### src/rtl/cv32e40s_clic_arbiter_pkg.sv
// Shared types and constants for the CLIC interrupt arbiter.
package cv32e40s_clic_arbiter_pkg;

  localparam int unsigned CLIC_CFG_WIDTH = 11;
  localparam logic [1:0]  CLIC_PRIV_M    = 2'b11;

  // Field order matches the configuration write word: [10] edge, [9] shv, [8] ie, [7:0] level.
  // 'edge' is a reserved word, hence edge_trig.
  typedef struct packed {
    logic       edge_trig;
    logic       shv;
    logic       ie;
    logic [7:0] level;
  } clic_src_cfg_t;

  function automatic clic_src_cfg_t clic_cfg_unpack(input logic [CLIC_CFG_WIDTH-1:0] wdata);
    return clic_src_cfg_t'(wdata);
  endfunction

endpackage

### src/rtl/cv32e40s_clic_max_tree.sv
// Combinational max-level tree: picks the candidate with the highest level,
// breaking ties towards the highest ID.
module cv32e40s_clic_max_tree #(
  parameter int unsigned NUM_IRQ  = 32,
  parameter int unsigned ID_WIDTH = 5
) (
  input  logic [NUM_IRQ-1:0]      cand_i,
  input  logic [NUM_IRQ-1:0][7:0] level_i,
  output logic                    valid_o,
  output logic [ID_WIDTH-1:0]     id_o,
  output logic [7:0]              level_o
);

  localparam int unsigned LEAVES = 1 << ID_WIDTH;

  // Heap-ordered nodes: node n has children 2n (lower IDs) and 2n+1 (higher IDs).
  logic [2*LEAVES-1:1] node_vld;
  logic [7:0]          node_lvl [2*LEAVES-1:1];
  logic [ID_WIDTH-1:0] node_id  [2*LEAVES-1:1];

  // Fill the leaves, then reduce pairwise towards the root.
  always_comb begin
    node_vld = '0;
    node_lvl = '{default: '0};
    node_id  = '{default: '0};
    for (int unsigned i = 0; i < LEAVES; i++) begin
      node_id[LEAVES+i] = ID_WIDTH'(i);
    end
    for (int unsigned i = 0; i < NUM_IRQ; i++) begin
      node_vld[LEAVES+i] = cand_i[i];
      node_lvl[LEAVES+i] = level_i[i];
    end
    // The right subtree always holds higher IDs, so ">=" resolves ties to the higher ID.
    for (int unsigned n = LEAVES - 1; n >= 1; n--) begin
      if (node_vld[2*n+1] && (!node_vld[2*n] || (node_lvl[2*n+1] >= node_lvl[2*n]))) begin
        node_vld[n] = 1'b1;
        node_lvl[n] = node_lvl[2*n+1];
        node_id[n]  = node_id[2*n+1];
      end else begin
        node_vld[n] = node_vld[2*n];
        node_lvl[n] = node_lvl[2*n];
        node_id[n]  = node_id[2*n];
      end
    end
  end

  assign valid_o = node_vld[1];
  assign id_o    = node_id[1];
  assign level_o = node_lvl[1];

endmodule

### src/rtl/cv32e40s_clic_arbiter.sv
// CLIC interrupt arbiter: per-source config and pending state, registered
// highest-level/highest-ID winner presented to the core every cycle.
module cv32e40s_clic_arbiter
  import cv32e40s_clic_arbiter_pkg::*;
#(
  parameter int unsigned NUM_IRQ       = 32,
  parameter int unsigned CLIC_ID_WIDTH = 5
) (
  input  logic                      clk,
  input  logic                      rst_n,
  input  logic [NUM_IRQ-1:0]        irq_src_i,
  input  logic                      cfg_we_i,
  input  logic [CLIC_ID_WIDTH-1:0]  cfg_id_i,
  input  logic [CLIC_CFG_WIDTH-1:0] cfg_wdata_i,
  input  logic                      irq_ack_i,
  input  logic [CLIC_ID_WIDTH-1:0]  irq_ack_id_i,
  output logic                      clic_irq_o,
  output logic [CLIC_ID_WIDTH-1:0]  clic_irq_id_o,
  output logic [7:0]                clic_irq_level_o,
  output logic [1:0]                clic_irq_priv_o,
  output logic                      clic_irq_shv_o
);

  clic_src_cfg_t [NUM_IRQ-1:0] cfg_q, cfg_d;
  logic [NUM_IRQ-1:0]          pend_q, pend_d;
  logic [NUM_IRQ-1:0]          src_q;
  logic [NUM_IRQ-1:0]          cand;
  logic [NUM_IRQ-1:0][7:0]     level_vec;

  logic                     win_vld;
  logic [CLIC_ID_WIDTH-1:0] win_id;
  logic [7:0]               win_lvl;
  logic                     win_shv;

  // Next config and edge-pending state; pend_q only carries state for edge sources.
  always_comb begin
    cfg_d  = cfg_q;
    pend_d = '0;
    for (int unsigned i = 0; i < NUM_IRQ; i++) begin
      if (cfg_q[i].edge_trig) begin
        pend_d[i] = (pend_q[i] & ~(irq_ack_i && (irq_ack_id_i == CLIC_ID_WIDTH'(i))))
                  | (irq_src_i[i] & ~src_q[i]);
      end
      // IDs at or above NUM_IRQ never match any i, so such writes fall through.
      if (cfg_we_i && (cfg_id_i == CLIC_ID_WIDTH'(i))) begin
        cfg_d[i] = clic_cfg_unpack(cfg_wdata_i);
        if (cfg_d[i].edge_trig != cfg_q[i].edge_trig) begin
          pend_d[i] = 1'b0;
        end
      end
    end
  end

  // Candidates: level sources use the registered sample directly as pending.
  always_comb begin
    cand      = '0;
    level_vec = '0;
    for (int unsigned i = 0; i < NUM_IRQ; i++) begin
      cand[i]      = (cfg_q[i].edge_trig ? pend_q[i] : src_q[i]) & cfg_q[i].ie & (|cfg_q[i].level);
      level_vec[i] = cfg_q[i].level;
    end
  end

  cv32e40s_clic_max_tree #(
    .NUM_IRQ  (NUM_IRQ),
    .ID_WIDTH (CLIC_ID_WIDTH)
  ) u_max_tree (
    .cand_i  (cand),
    .level_i (level_vec),
    .valid_o (win_vld),
    .id_o    (win_id),
    .level_o (win_lvl)
  );

  // Look up the vectoring bit of the winning source.
  always_comb begin
    win_shv = 1'b0;
    for (int unsigned i = 0; i < NUM_IRQ; i++) begin
      if (win_id == CLIC_ID_WIDTH'(i)) begin
        win_shv = cfg_q[i].shv;
      end
    end
  end

  // Per-source state registers.
  always_ff @(posedge clk or negedge rst_n) begin
    if (!rst_n) begin
      cfg_q  <= '0;
      pend_q <= '0;
      src_q  <= '0;
    end else begin
      cfg_q  <= cfg_d;
      pend_q <= pend_d;
      src_q  <= irq_src_i;
    end
  end

  // Registered arbitration result, zeroed when there is no candidate.
  always_ff @(posedge clk or negedge rst_n) begin
    if (!rst_n) begin
      clic_irq_o       <= 1'b0;
      clic_irq_id_o    <= '0;
      clic_irq_level_o <= '0;
      clic_irq_shv_o   <= 1'b0;
    end else begin
      clic_irq_o       <= win_vld;
      clic_irq_id_o    <= win_vld ? win_id  : '0;
      clic_irq_level_o <= win_vld ? win_lvl : '0;
      clic_irq_shv_o   <= win_vld & win_shv;
    end
  end

  assign clic_irq_priv_o = CLIC_PRIV_M;

endmodule
### config.mk
export PLATFORM = sky130hd
export DESIGN_NAME = cv32e40s_clic_arbiter
export DESIGN_NICKNAME = d
export VERILOG_FILES = /design/src/rtl/cv32e40s_clic_arbiter_pkg.sv /design/src/rtl/cv32e40s_clic_max_tree.sv /design/src/rtl/cv32e40s_clic_arbiter.sv
export SDC_FILE = /design/constraint.sdc
export NUM_CORES = 1
export LEC_CHECK = 0
export BUFFER_PORTS_ARGS = -buffer_cell sky130_fd_sc_hd__buf_2
export CAP_MARGIN = 40
export CORE_MARGIN = 10
export CORE_UTILIZATION = 69
export DETAILED_ROUTE_END_ITERATION = 6
export PLACE_DENSITY = 0.87
export SYNTH_ARGS = -nofsm -noshare
export SYNTH_HDL_FRONTEND = slang
export SYNTH_SLANG_ARGS = --single-unit
### constraint.sdc
create_clock -name clk -period 15.48 [get_ports clk]
set_clock_uncertainty 0.05 [all_clocks]
set_input_delay 3.096 -clock clk [delete_from_list [all_inputs] [get_ports clk]]
set_output_delay 3.096 -clock clk [all_outputs]
set_load 0.05 [all_outputs]
After elaboration in Yosys (flattened, before gate mapping)
Cells that the tools add are included.
{"block": "word_totals", "ff_bits": 431, "latchBits": 0, "ram_bits": 0, "romBits": 0, "in_bits": 57, "out_inout_bits": 17, "elab_cells": 962, "mem_count": 0}
{"block": "classes", "n_addsub": 0, "mul": 0, "n_div": 0, "magnitude_cmp": 31, "n_eq_ne": 125, "n_shift": 0, "mux": 255, "n_bitwise": 225, "reduce_logical": 192}
{"cell": "8-bit two-way mux", "count": 32}
{"cell": "8-bit OR reduction", "count": 32}
{"cell": "8-bit >= comparator", "count": 31}
{"cell": "5-bit == test (second input constant)", "count": 48}
{"cell": "1-bit two-way mux", "count": 207}
{"cell": "1-bit bitwise AND", "count": 129}
{"cell": "5-bit by 4-bit == test with 1-bit output (second input constant)", "count": 24}
{"cell": "1-bit logical AND", "count": 95}
{"cell": "1-bit NOT", "count": 64}
{"cell": "5-bit by 3-bit == test with 1-bit output (second input constant)", "count": 12}
{"cell": "1-bit != test", "count": 32}
{"cell": "1-bit OR", "count": 32}
{"cell": "1-bit zero test", "count": 31}
{"cell": "1-bit logical OR", "count": 31}
{"cell": "5-bit by 2-bit == test with 1-bit output (second input constant)", "count": 6}
{"cell": "2-bit two-way mux", "count": 8}
{"cell": "5-bit by 1-bit == test with 1-bit output (second input constant)", "count": 3}
{"cell": "5-bit zero test", "count": 3}
{"cell": "3-bit two-way mux", "count": 4}
{"cell": "5-bit two-way mux", "count": 2}
{"cell": "4-bit two-way mux", "count": 2}

Longest topological paths before layout
{"block": "logic_depth", "ltp_word": 57, "depth_mapped": 52, "mapped_depth_nobuf": 46}

Hierarchy
Synthesis repeated with hierarchy kept, for this count alone.
{"block": "unflattened", "hier_cells": 2694, "hier_area_um2": 27771.6}
{"mod": "cv32e40s_clic_arbiter", "n_inst": 1, "cells_each": 1307, "area_per_inst_um2": 17755.8, "seq_area_each_um2": 10785.3}
{"mod": "cv32e40s_clic_max_tree", "n_inst": 1, "cells_each": 1387, "area_per_inst_um2": 10015.9, "seq_area_each_um2": 0.0}

Worst setup path after synthesis
Ideal clock, no wire load.
{"block": "synth_path", "kind": "register to register", "from": "reg cfg_q[268] (netlist bit)", "to": "reg clic_irq_shv_o", "setup_ns": 0.076, "t_arrival_ns": 10.027, "required_ns": 15.354, "slack_ns": 5.326, "path_stages_with_launch": 45, "path_buffers": 5, "synth_period_minus_slack_ns": 10.154, "cell_sequence": "dfrtp_1 or4_1 o211ai_1 a211oi_1 a21oi_1 mux2_2 ha_1 nor3b_1 nor2_1 o31ai_1 a32oi_1 clkbuf_1 mux2i_1 inv_1 ha_1 o21a_1 o21ai_0 a221oi_1 (+9 left out) buf_1 nor2_1 a21oi_1 ha_1 a21oi_1 o21ai_0 a221oi_1 o21ai_0 o32ai_4 inv_4 a221oi_2 a21oi_2 buf_6 and4_4 a211o_1 a311oi_1 a21oi_1 o21ai_1"}
{"block": "synth_via", "elab_chain_cells": 56, "elab_cells_between_ends": 99, "classes_between": "order compare (5); eq/ne (31); mux (46); bitwise (2); reduce/logical (15)"}
{"item": "from (decl)", "line": "cv32e40s_clic_arbiter.sv:24", "rtl": "clic_src_cfg_t [NUM_IRQ-1:0] cfg_q, cfg_d;"}
{"item": "from (signal assigned)", "line": "cv32e40s_clic_arbiter.sv:92", "rtl": "cfg_q <= cfg_d;"}
{"item": "branches (longest 55 deep; another with 8-bit >= comparator)"}
{"item": "1-bit bitwise AND *", "line": "cv32e40s_clic_arbiter.sv:109", "rtl": "clic_irq_shv_o <= win_vld & win_shv;"}
{"item": "to (signal assigned)", "line": "cv32e40s_clic_arbiter.sv:109"}
{"item": "to (decl)", "line": "cv32e40s_clic_arbiter.sv:21", "rtl": "output logic clic_irq_shv_o"}
Mark *: on every way between the ends.
A chain may end at the register's enable or synchronous reset.

Final worst setup path
Same ends and word-level chain as after synthesis.

==> key figures <==
Worst setup path
  • WS Path Type: reg2reg
  • CP startpoint kind: flop
  • CP required: 15.95 ns
  • Cell family with most CP delay: compound AO/OA/AOI/OAI gates
  • Cell with the biggest individual delay on the critical path: o31ai_1
  • Crit. End Element: flop
  • CP arrival: 12.25 ns
  • CP max FO: 26
  • Biggest cell delay along the critical path: 0.82 ns
  • Crit path buffers/inverters: 4

Global routing
  • Number of global-route vias before repair: 22500
  • First-pass GRT wire length: 123400 um
  • GRT Total Usage: 0.3261
  • Largest net degree at the start of global routing: 182
  • Initial antenna violation count: 4
  • GRT overflow: 0

Clock network
  • Clock sink count: 431
  • Post-CTS Resized: 0
  • Clock transition at path regs: 0.06 ns
  • H-tree depth: 2
  • CTS tree: yes
  • Root Buffer: clkbuf_16
  • CTS hold repair buffers: 0
  • Max Buffers Root-to-Sink: 3
  • Clock latency on the worst-skew pair: 0.60 ns
  • # Post-CTS Setup Buffers: 0
  • Total CTS buffers: 47

Synthesis
  • #FFs+latches synth: 431
  • Most used flip-flop cell after synthesis: dfrtp_1
  • Area leader, netlist: dfrtp_1
  • Ranking of synthesized cells by area: dfrtp_1 40%, mux2_2 13%, ha_1 11%
  • Syn Area/Cell: 10.18 sq um
  • Mapped Area: 0.02706 sq mm
  • EDFF count, synth: 0
  • Post-synthesis async set-or-reset flop share: 1.000
  • Yosys top cell area share: 0.3986
  • Sequential cell area fraction in the yosys report: 0.3986
  • YS warnings: 0
  • Cells after Synth: 2658
  • Distinct cells, synth: 88

Floorplan
  • Core ar.: 0.03874 sq mm
  • FP Rows: 72
  • IO Count: 74
  • Initial Util: 0.6984
  • Die Width: 218.0 um
  • Die ar.: 0.04753 sq mm
  • Die height: 218.0 um

Layout
  • Commonest non-fill, non-tap cell in the layout: dfrtp_1
  • Layout Cells excl Fill: 3276
  • Nets@finish: 3023
  • Most frequent cells in the layout: 431 x dfrtp_1, 320 x mux2_2, 267 x inv_1
  • Share of cells above drive strength 1: 0.2092
  • Area delta synth->final: 10.16%

Place
  • # placed instances: 3186
  • Port Buf Inserts: 71
  • Placer Congestion: 0.9732
  • Placement Setup Slack: 3.853 ns
  • DP HPWL: 56270 um

Route
  • # DRC: 0
  • WL/cell: 23.66 um
  • 1st-iter DRT viols: 1985
  • Final WL: 77500 um
  • Via-per-instance ratio: 6.590
  • Routed vias: 21590
  • TritonRoute pass-1 iters: 6
  • DRT antenna net count: 0

Power
  • P per Cell Area: 175.7 mW/mm^2
  • Worst VDD drop: 160.9 uV
  • Lkg Pwr: 14.14 nW

STA
  • Fin crit share: 0.7613
  • Fmax: 0.08486 GHz
  • RSZ-0062 raised after global routing: no
  • Worst-Margin Slew: 0.9998 ns
  • Min Tclk post-route: 11.78 ns
  • Rel. slew slack: 0.3278
  • Final worst slack: 3.695 ns
  • Final setup viols: 0
  • TNS Setup: 0 ns
  • Final Hold Viols: 0
  • Max-slew violation count: 0

Outcome
  • Status: complete, no violations

Worst hold path
  • Hold Path Class: reg2reg

Run
  • Max cap viols: 0
layer usage:
metal	share of wire	up-vias	GRT usage
met5	0	-	0
li1	-	9673	-
met4	0.054	0	0.1789
met1	0.40	10690	0.4071
met2	0.47	967	0.5294
met3	0.075	261	0.05867
flip-flops by register name, summed over array words and instances (netlist names):
register and flops:
clic_irq_o 1, clic_irq_level_o 8, clic_irq_id_o 5, pend_q 32
src_q 32, cfg_q 352, clic_irq_shv_o 1
area by class of cell:
class,instances,area [sq um]
Timing Repair Buffer,124,1003
Tap cell,518,648.1
Clock buffer,70,1383
Multi-Input combinational cell,1843,14810
Fill cell,2551,8931
Clock inverter,15,148.9
Sequential cell,431,10790
Antenna cell,4,10.01
Inverter,271,1020
synthesized netlist by cell type, drive strengths merged, types with 3 or more instances:
library cell,number
nand2b,40
nand3,23
nor2,163
a221o,3
nor3b,5
o21a,22
o31a,5
nor2b,19
nor4,20
or4,53
a32oi,5
or3,7
mux2i,148
and2,15
a211o,3
or2,6
o22ai,3
ha,248
and4,4
a21oi,154
dfrtp,431
nand4b,3
nand4,30
mux2,320
a22oi,4
a32o,5
o211ai,35
nand2,125
buf,21
o31ai,19
nor3,20
inv,269
o311a,12
clkbuf,93
o21ai,198
a221oi,5
a211oi,30
and3,5
a21o,38
a31oi,11
cell families after synthesis:
family	synth area share
muxes	0.1881
AOI/OAI and AO/OA	0.1388
and+or+nand+nor	0.1042
other	0.0001386
buffers and inverters	0.05540
DFF	0.3986
adders and majority gates	0.1147
metrics by stage:
step | hold WS (ns) | utilization | total power [W] | instance area [sq um]
after CTS | 0.4559 | 0.7690 | 0.005181 | 29790
after global routing | 0.4760 | 0.7694 | 0.005572 | 29810
after floorplan | 0.4199 | - | 0.003394 | 27060
final | 0.4579 | 0.7694 | 0.005236 | 29810
after detailed placement | 0.4438 | 0.7295 | 0.004033 | 28260
after global placement | 0.4385 | 0.7182 | 0.003903 | 27820
path summary, 6_finish.rpt:
check | startpoint | end | slack [ns] | cells past startpoint
max in group asynchronous | rst_n | cfg_q[186] | 10.84 | 4
worst max register to register | cfg_q[268] | clic_irq_shv_o | 3.70 | 40
min in group asynchronous | rst_n | pend_q[13] | 2.51 | 1
worst min-delay path | cfg_q[207] | cfg_q[207] | 0.46 | 1
worst max-delay path | cfg_q[268] | clic_irq_shv_o | 3.70 | 40
worst min register to register | cfg_q[207] | cfg_q[207] | 0.46 | 1
power by group:
group	switching, W	internal, W
logic	0.00154	0.00101
clock network	0.000477	0.000652
registers	0.000199	0.00135
total	0.00222	0.00302
worst register-to-register path: cells and delay by family, from the launching register on:
family	cells	cell delay, ns
compound gates	23	6.95
simple gates	6	1.18
flops	1	0.39
fa+ha+maj	4	1.17
buf+inv	4	0.86
mux	3	1.08
Power figures use the tool's default switching activity.
